--- src/rtl/irq_ctrl_pkg.sv ---
// Shared constants and types for the interrupt controller.
// Register offsets, FSM encoding and VEC field layout.
package irq_ctrl_pkg;

  localparam logic [1:0] IRQ_MASK = 2'b00;
  localparam logic [1:0] IRQ_PEND = 2'b01;
  localparam logic [1:0] IRQ_VEC  = 2'b10;
  localparam logic [1:0] IRQ_EOI  = 2'b11;

  localparam int N_IRQ_DEF = 6;
  localparam int VEC_VLD   = 31;
  localparam int ID_W      = 5;

  typedef enum logic [1:0] {
    IRQ_IDLE    = 2'd0,
    IRQ_ASSERT  = 2'd1,
    IRQ_SERVICE = 2'd2
  } irq_state_e;

endpackage

--- src/rtl/irq_prio_enc.sv ---
// Lowest-index-first priority encoder.
// Line 0 has the highest priority.
module irq_prio_enc
  import irq_ctrl_pkg::*;
#(
  parameter int N_IRQ = N_IRQ_DEF
) (
  input  logic [N_IRQ-1:0] req,
  output logic             any,
  output logic [ID_W-1:0]  id
);

  always_comb begin
    any = 1'b0;
    id  = '0;
    for (int i = N_IRQ - 1; i >= 0; i--) begin
      if (req[i]) begin
        any = 1'b1;
        id  = ID_W'(i);
      end
    end
  end

endmodule

--- src/rtl/irq_ctrl.sv ---
// Programmable interrupt controller with claim / EOI handshake.
// Edge-detected requests, W1C pending, mask, priority winner.
module irq_ctrl
  import irq_ctrl_pkg::*;
#(
  parameter int N_IRQ = N_IRQ_DEF
) (
  input  logic             clk,
  input  logic             rst_n,
  input  logic [3:2]       addr,
  input  logic             we,
  input  logic             re,
  input  logic [31:0]      din,
  output logic [31:0]      dout,
  input  logic [N_IRQ-1:0] irq_in,
  output logic             intr
);

  logic [N_IRQ-1:0] r_irq_q;
  logic [N_IRQ-1:0] r_mask;
  logic [N_IRQ-1:0] r_pend;
  logic [ID_W-1:0]  r_svc_id;
  irq_state_e       r_state;
  logic             r_intr;

  logic [N_IRQ-1:0] w_rise;
  logic [N_IRQ-1:0] w_act;
  logic [N_IRQ-1:0] w_w1c;
  logic [N_IRQ-1:0] w_clr;
  logic [N_IRQ-1:0] w_pend_nxt;
  logic             w_any;
  logic [ID_W-1:0]  w_win;
  logic             w_wr_mask;
  logic             w_wr_pend;
  logic             w_wr_eoi;
  logic             w_claim;
  irq_state_e       w_state_nxt;
  logic [31:0]      w_mask32;
  logic [31:0]      w_pend32;
  logic [31:0]      w_vec;

  assign w_rise    = irq_in & ~r_irq_q;
  assign w_act     = r_pend & r_mask;
  assign w_wr_mask = we && (addr == IRQ_MASK);
  assign w_wr_pend = we && (addr == IRQ_PEND);
  assign w_wr_eoi  = we && (addr == IRQ_EOI);
  assign w_w1c     = w_wr_pend ? din[N_IRQ-1:0] : '0;

  // A concurrent write wins over the claim read.
  assign w_claim = re && !we && (addr == IRQ_VEC)
                && (r_state == IRQ_ASSERT) && w_any;

  irq_prio_enc #(
    .N_IRQ (N_IRQ)
  ) u_enc (
    .req (w_act),
    .any (w_any),
    .id  (w_win)
  );

  always_comb begin
    w_clr = '0;
    for (int i = 0; i < N_IRQ; i++) begin
      w_clr[i] = w_claim && (w_win == ID_W'(i));
    end
  end

  // New edges take precedence over any clear in the same cycle.
  assign w_pend_nxt = (r_pend & ~w_w1c & ~w_clr) | w_rise;

  always_comb begin
    w_state_nxt = r_state;
    unique case (r_state)
      IRQ_IDLE: begin
        if (w_any) w_state_nxt = IRQ_ASSERT;
      end
      IRQ_ASSERT: begin
        if (!w_any)       w_state_nxt = IRQ_IDLE;
        else if (w_claim) w_state_nxt = IRQ_SERVICE;
      end
      IRQ_SERVICE: begin
        if (w_wr_eoi) w_state_nxt = IRQ_IDLE;
      end
      default: w_state_nxt = IRQ_IDLE;
    endcase
  end

  always_ff @(posedge clk or negedge rst_n) begin
    if (!rst_n) begin
      r_irq_q  <= '0;
      r_mask   <= '0;
      r_pend   <= '0;
      r_svc_id <= '0;
      r_state  <= IRQ_IDLE;
      r_intr   <= 1'b0;
    end else begin
      r_irq_q <= irq_in;
      r_pend  <= w_pend_nxt;
      r_state <= w_state_nxt;
      r_intr  <= (w_state_nxt == IRQ_ASSERT);
      if (w_wr_mask) r_mask   <= din[N_IRQ-1:0];
      if (w_claim)   r_svc_id <= w_win;
    end
  end

  assign intr = r_intr;

  always_comb begin
    w_mask32 = '0;
    w_pend32 = '0;
    w_vec    = '0;
    w_mask32[N_IRQ-1:0] = r_mask;
    w_pend32[N_IRQ-1:0] = r_pend;
    unique case (r_state)
      IRQ_ASSERT: begin
        w_vec[VEC_VLD]  = 1'b1;
        w_vec[ID_W-1:0] = w_win;
      end
      IRQ_SERVICE: begin
        w_vec[VEC_VLD]  = 1'b1;
        w_vec[ID_W-1:0] = r_svc_id;
      end
      default: w_vec = '0;
    endcase
  end

  always_comb begin
    dout = '0;
    unique case (addr)
      IRQ_MASK: dout = w_mask32;
      IRQ_PEND: dout = w_pend32;
      IRQ_VEC:  dout = w_vec;
      IRQ_EOI:  dout = '0;
      default:  dout = '0;
    endcase
  end

endmodule

--- config.mk ---
export PLATFORM = sky130hd
export DESIGN_NAME = irq_ctrl
export DESIGN_NICKNAME = d
export VERILOG_FILES = /design/src/rtl/irq_ctrl_pkg.sv /design/src/rtl/irq_prio_enc.sv /design/src/rtl/irq_ctrl.sv
export SDC_FILE = /design/constraint.sdc
export NUM_CORES = 1
export LEC_CHECK = 0
export BUFFER_PORTS_ARGS = -buffer_cell sky130_fd_sc_hd__buf_2
export CAP_MARGIN = 20
export CORE_MARGIN = 1
export CORE_UTILIZATION = 35
export DETAILED_ROUTE_END_ITERATION = 10
export PLACE_DENSITY = 0.67
export SLEW_MARGIN = 0
export SYNTH_ARGS = -nofsm -noshare
export SYNTH_HDL_FRONTEND = slang
export SYNTH_SLANG_ARGS = --single-unit
--- constraint.sdc ---
create_clock -name clk -period 1.7 [get_ports clk]
set_input_delay 0.34 -clock clk [delete_from_list [all_inputs] [get_ports clk]]
set_output_delay 0.34 -clock clk [all_outputs]
set_load 0.005 [all_outputs]
[Word-level counts from Yosys, hierarchy flattened]
Cells that the tools add are included.
Word-level totals
  register bits after elaboration: 26
  input bits: 44
  logic and storage cells: 64
Operators by class
  equality and inequality tests: 11
  mux-type cells: 21
  bitwise gates (word level): 8
  reductions and logical operators: 18
Operators with widths (count)
  one-hot mux 32 bit (4 select lines): 1
  AND 6 bit: 4
  two-way mux 3 bit: 6
  NOT 6 bit: 3
  logical AND 1 bit: 13
  == test 5 x 2 -> 1 bit, second input constant: 2
  == test 5 x 3 -> 1 bit, second input constant: 2
  one-hot mux 5 bit (2 select lines): 1
  two-way mux 2 bit: 4
  two-way mux 1 bit: 7
  == test 2 x 1 -> 1 bit, second input constant: 3
  == test 2 bit, second input constant: 3
  two-way mux 6 bit: 1
  OR 6 bit: 1
  one-hot mux 2 bit (3 select lines): 1
  == test 5 x 1 -> 1 bit, second input constant: 1
  logical NOT 5 bit: 1
  logical NOT 2 bit: 2
  OR reduction 2 bit: 1
  logical NOT 1 bit: 1

[Logic depth before layout (Yosys ltp)]
  depth in word-level cells: 12
  mapped depth: 7
  depth with buffers taken out: 6

[Hierarchy]
A second synthesis with hierarchy kept.
Second synthesis, totals
  cell total of the unflattened synthesis: 160
  area, all modules: 1615.3 µm²
Modules (own cells, without submodules)
  irq_ctrl: instances 1, cells an instance 147, area each 1539.0 µm², sequential area each 650.6 µm²
  irq_prio_enc: instances 1, cells an instance 13, area each 76.3 µm², sequential area each 0.0 µm²

[Worst setup path before layout]
OpenSTA, ideal clock, no wires.
  path type: register to output
  from: register r_state[1]
  to: output port dout[2]
  data arrival time: 1.302 ns
  data required time: 1.360 ns
  path slack: 0.058 ns
  stages on the path, launching flop included: 6
  path buffers: 0
  cells stage by stage: dfrtp_1 inv_1 ha_1 inv_1 o31a_1 o31ai_1
Between the ends
  cells in the longest elaborated chain, start to end: 3
  elaborated cells between the ends (all ways): 4
  those cells by class: eq/ne: 2; mux: 2
RTL lines
  start, declared: RTL line irq_ctrl.sv:23  | irq_state_e r_state;
  start signal, assigned: RTL line irq_ctrl.sv:99  | r_state <= w_state_nxt;
  == test 2 bit / == test 2 x 1 -> 1 bit (equally long branches): RTL line irq_ctrl.sv:114  | unique case (r_state)
  one-hot mux 5 bit (2 select lines) *: RTL line irq_ctrl.sv:114
  one-hot mux 32 bit (4 select lines) *: RTL line irq_ctrl.sv:129  | unique case (addr)
  end, declared: RTL line irq_ctrl.sv:14  | output logic [31:0] dout,
Mark *: on every way between the ends. The rest lies on a longest branch, timed or not. The select of a mux whose other input is x is not followed.

[Final worst setup path]
  from: register r_pend[4]
  to: output port dout[0]
Between the ends
  cells in the longest elaborated chain, start to end: 8
RTL lines
  start, declared: RTL line irq_ctrl.sv:21  | logic [N_IRQ-1:0] r_pend;
  start signal, assigned: RTL line irq_ctrl.sv:98  | r_pend <= w_pend_nxt;
  AND 6 bit: RTL line irq_ctrl.sv:43  | assign w_act = r_pend & r_mask;
  two-way mux 3 bit (5 in a row): RTL line irq_prio_enc.sv:17  | if (req[i]) begin
  one-hot mux 5 bit (2 select lines): RTL line irq_ctrl.sv:114
  one-hot mux 32 bit (4 select lines): RTL line irq_ctrl.sv:129
No other way between the ends. The select of a mux whose other input is x is not followed.

==> flow_summary.json <==
{
  "drtPass1Iterations": 4,
  "grt_max_degree": 25,
  "arrival_ns": 1.65,
  "seq_area_frac_synth": 0.400,
  "clock.fmax_mhz": 502,
  "maxCapViolations": 0,
  "max-vdd-ir-drop_uv": 601,
  "io_buffers": 25,
  "rows": 23,
  "combPwrFrac": 0.452,
  "ioPinCount": 77,
  "ant_nets": 0,
  "antenna_found_initial": 0,
  "gr-total-overflow": 0,
  "vias": 1258,
  "placed_cell_area_sq_um": 1790,
  "total_power_mw": 2.08,
  "ys.flop_type": "dfrtp_1",
  "outcome": "finished with violations",
  "start_util": 0.370,
  "synth_edf_count": 0,
  "vias_per_cell": 4.64,
  "violations": "negative setup slack",
  "syn2layout_area_growth_pct": 29.8,
  "hold_buffers": 0,
  "p_sw_mw": 0.708,
  "die_width_um": 67.5,
  "clock_sinks": 24,
  "path_clk_slew_ns": 0.09,
  "drtIter0Drc": 94,
  "grt_pass1_wl_um": 5410,
  "end_kind": "primary output",
  "power_density_nw_per_um2": 1070,
  "synthCells": 163,
  "insertedDiodeCount": 0,
  "hold_class": "input pin to async pin",
  "dp_cells": 262,
  "hold_viol_final": 0,
  "ys_seq_elements": 24,
  "first_global_vias": 1184,
  "fin_crit_ns": 1.99,
  "wl_um": 3270,
  "seq_power_share": 0.360,
  "ys_types": 36,
  "crit_required_ns": 1.36,
  "slew_viol_final": 0,
  "period_share": 1.17,
  "dieHeight_um": 67.5,
  "async_flop_share": 1.00,
  "gp_congestion": 0.873,
  "drive_above_1_share": 0.403,
  "final_area_sq_um": 1950,
  "cts_tree": "built",
  "slew-limit-headroom": 0.641,
  "wire_per_inst_um": 12.1,
  "clockBufferDepth": 2,
  "start_kind": "flip-flop",
  "drcViolationCount": 0,
  "worstMarginPinSlew_ns": 0.539,
  "clock_latency_ns": 0.27,
  "switching_share": 0.340,
  "fin_nets": 270,
  "setup_tns_ns": -0.870,
  "rsz0062_at_grt": "true",
  "cts-root-buf": "clkbuf_8",
  "fp.dieArea_sq_um": 4560,
  "fin_util": 0.481,
  "netlist_area_sq_um": 1500,
  "yosysWarnings": 0,
  "crit_path_max_fanout": 2,
  "place_hpwl_um": 2440,
  "syn_avg_cell_area_sq_um": 9.22,
  "path_class": "flip-flop to primary output",
  "p_int_mw": 1.38,
  "layoutNonFillerInstCount": 271,
  "core_sq_um": 4060,
  "grt.total_usage": 0.161,
  "worst_slack_ns": -0.291,
  "setup_viol": 4,
  "skew_ns": 0.00862,
  "p_leak_nw": 0.962,
  "cts_max_level": 1,
  "clkPwrFrac": 0.188,
  "numCtsBuffers": 3
}
## Yosys cell counts, types with 3 or more instances
| master | number | area share |
|---|---|---|
| buf_4 | 26 | 0.13 |
| mux2_2 | 6 | 0.045 |
| a21oi_1 | 12 | 0.040 |
| ha_1 | 4 | 0.033 |
| inv_1 | 11 | 0.027 |
| a32o_1 | 3 | 0.020 |
| nand3_1 | 5 | 0.017 |
| o21ai_1 | 6 | 0.020 |
| mux2i_1 | 4 | 0.027 |
| dfrtp_1 | 24 | 0.40 |
| nor2_1 | 8 | 0.020 |
| nand2_1 | 22 | 0.055 |
## through the flow
stage	worst slack (ns)	hold slack (ns)
after floorplan	0.0585	0.0444
after global placement	-0.0328	0.355
after detailed placement	-0.0523	0.359
after CTS	-0.311	0.0605
after global routing	-0.380	0.0974
final	-0.291	0.0378
## layer usage
metal | wire length, um | global-route usage | share of wire
met1 | 1450 | 0.213 | 0.44
met2 | 1600 | 0.265 | 0.49
met4 | 21 | 0.0346 | 0.0064
met3 | 198 | 0.0355 | 0.061
met5 | 0 | 0 | 0
## layout by cell type (no fill, tap or decap), types with 2 or more instances in the layout
cell type and n:
buf_4 31, conb_1 25, buf_2 25, dfrtp_1 24
nand2_1 21, a21oi_1 10, inv_1 9, nor2_1 7
o21ai_1 6, mux2_2 6, nand3_1 5, mux2i_1 4
clkbuf_8 4, a21oi_2 3, a22oi_2 2, nand2_2 2
a22oi_1 2, inv_2 2, nand3b_1 2, a21o_1 2
a32o_1 2, o211ai_1 2, o21ai_0 2, ha_1 2
buf_6 2
## final cells by class
| class | instances | area, sq um |
|---|---|---|
| clock buffer | 4 | 55.1 |
| fill | 399 | 2110 |
| inverter | 11 | 41.3 |
| sequential | 24 | 601 |
| multi-input combinational | 124 | 811 |
| tap | 50 | 62.6 |
| timing repair buffer | 58 | 380 |
## kinds of logic after synthesis
| logic type | count (synthesis) | share of synthesized area |
|---|---|---|
| and+or+nand+nor | 50 | 0.174 |
| buffers and inverters | 39 | 0.162 |
| other | 1 | 0.00250 |
| muxes | 10 | 0.0716 |
| AOI/OAI and AO/OA | 35 | 0.157 |
| adders and majority gates | 4 | 0.0333 |
| DFF | 24 | 0.400 |
## worst max-delay path, stage by stage, from the launching register on
cell,delay [ns]
dfrtp_1,0.36
nand2_1,0.06
a32o_2,0.27
a21o_1,0.18
a222oi_1,0.31
nor2_1,0.08
buf_2,0.13
## flip-flops by register name (all words and copies together) (netlist names)
name / flops
r_state: 2
r_svc_id: 3
r_pend: 6
intr: 1
r_mask: 6
r_irq_q: 6
## timing repair
| item | 4_1_cts | 5_1_grt |
|---|---|---|
| resized for setup | 8 | 9 |
| pin swaps | 3 | 6 |
| buffers inserted | 3 | 2 |
| setup endpoints to repair | 4 | 6 |
## final timing paths
path / depth (start not counted) / from / slack [ns] / to
worst max-delay path: 6 / r_pend[4]$_DFF_PN0_ / -0.29 / dout[0]
worst min-delay path: 1 / rst_n / 0.04 / r_state[1]$_DFF_PN0_
worst max register to register: 8 / r_pend[0]$_DFF_PN0_ / 0.11 / r_state[0]$_DFF_PN0_
worst min register to register: 1 / r_irq_q[0]$_DFF_PN0_ / 0.41 / r_pend[0]$_DFF_PN0_
max in group asynchronous: 1 / rst_n / 1.30 / r_mask[2]$_DFFE_PN0P_
min in group clk: 1 / irq_in[4] / 0.18 / r_irq_q[4]$_DFF_PN0_
## power by group through the flow
stage / Clock (mW) / Combinational (mW) / Sequential (mW)
after global placement: 0 / 0.784 / 0.760
after global routing: 0.431 / 1.05 / 0.763
after detailed placement: 0 / 0.804 / 0.758
after floorplan: 0 / 0.468 / 0.761
final: 0.392 / 0.942 / 0.751
after CTS: 0.405 / 0.886 / 0.747
(Power assumes the default switching activity.)
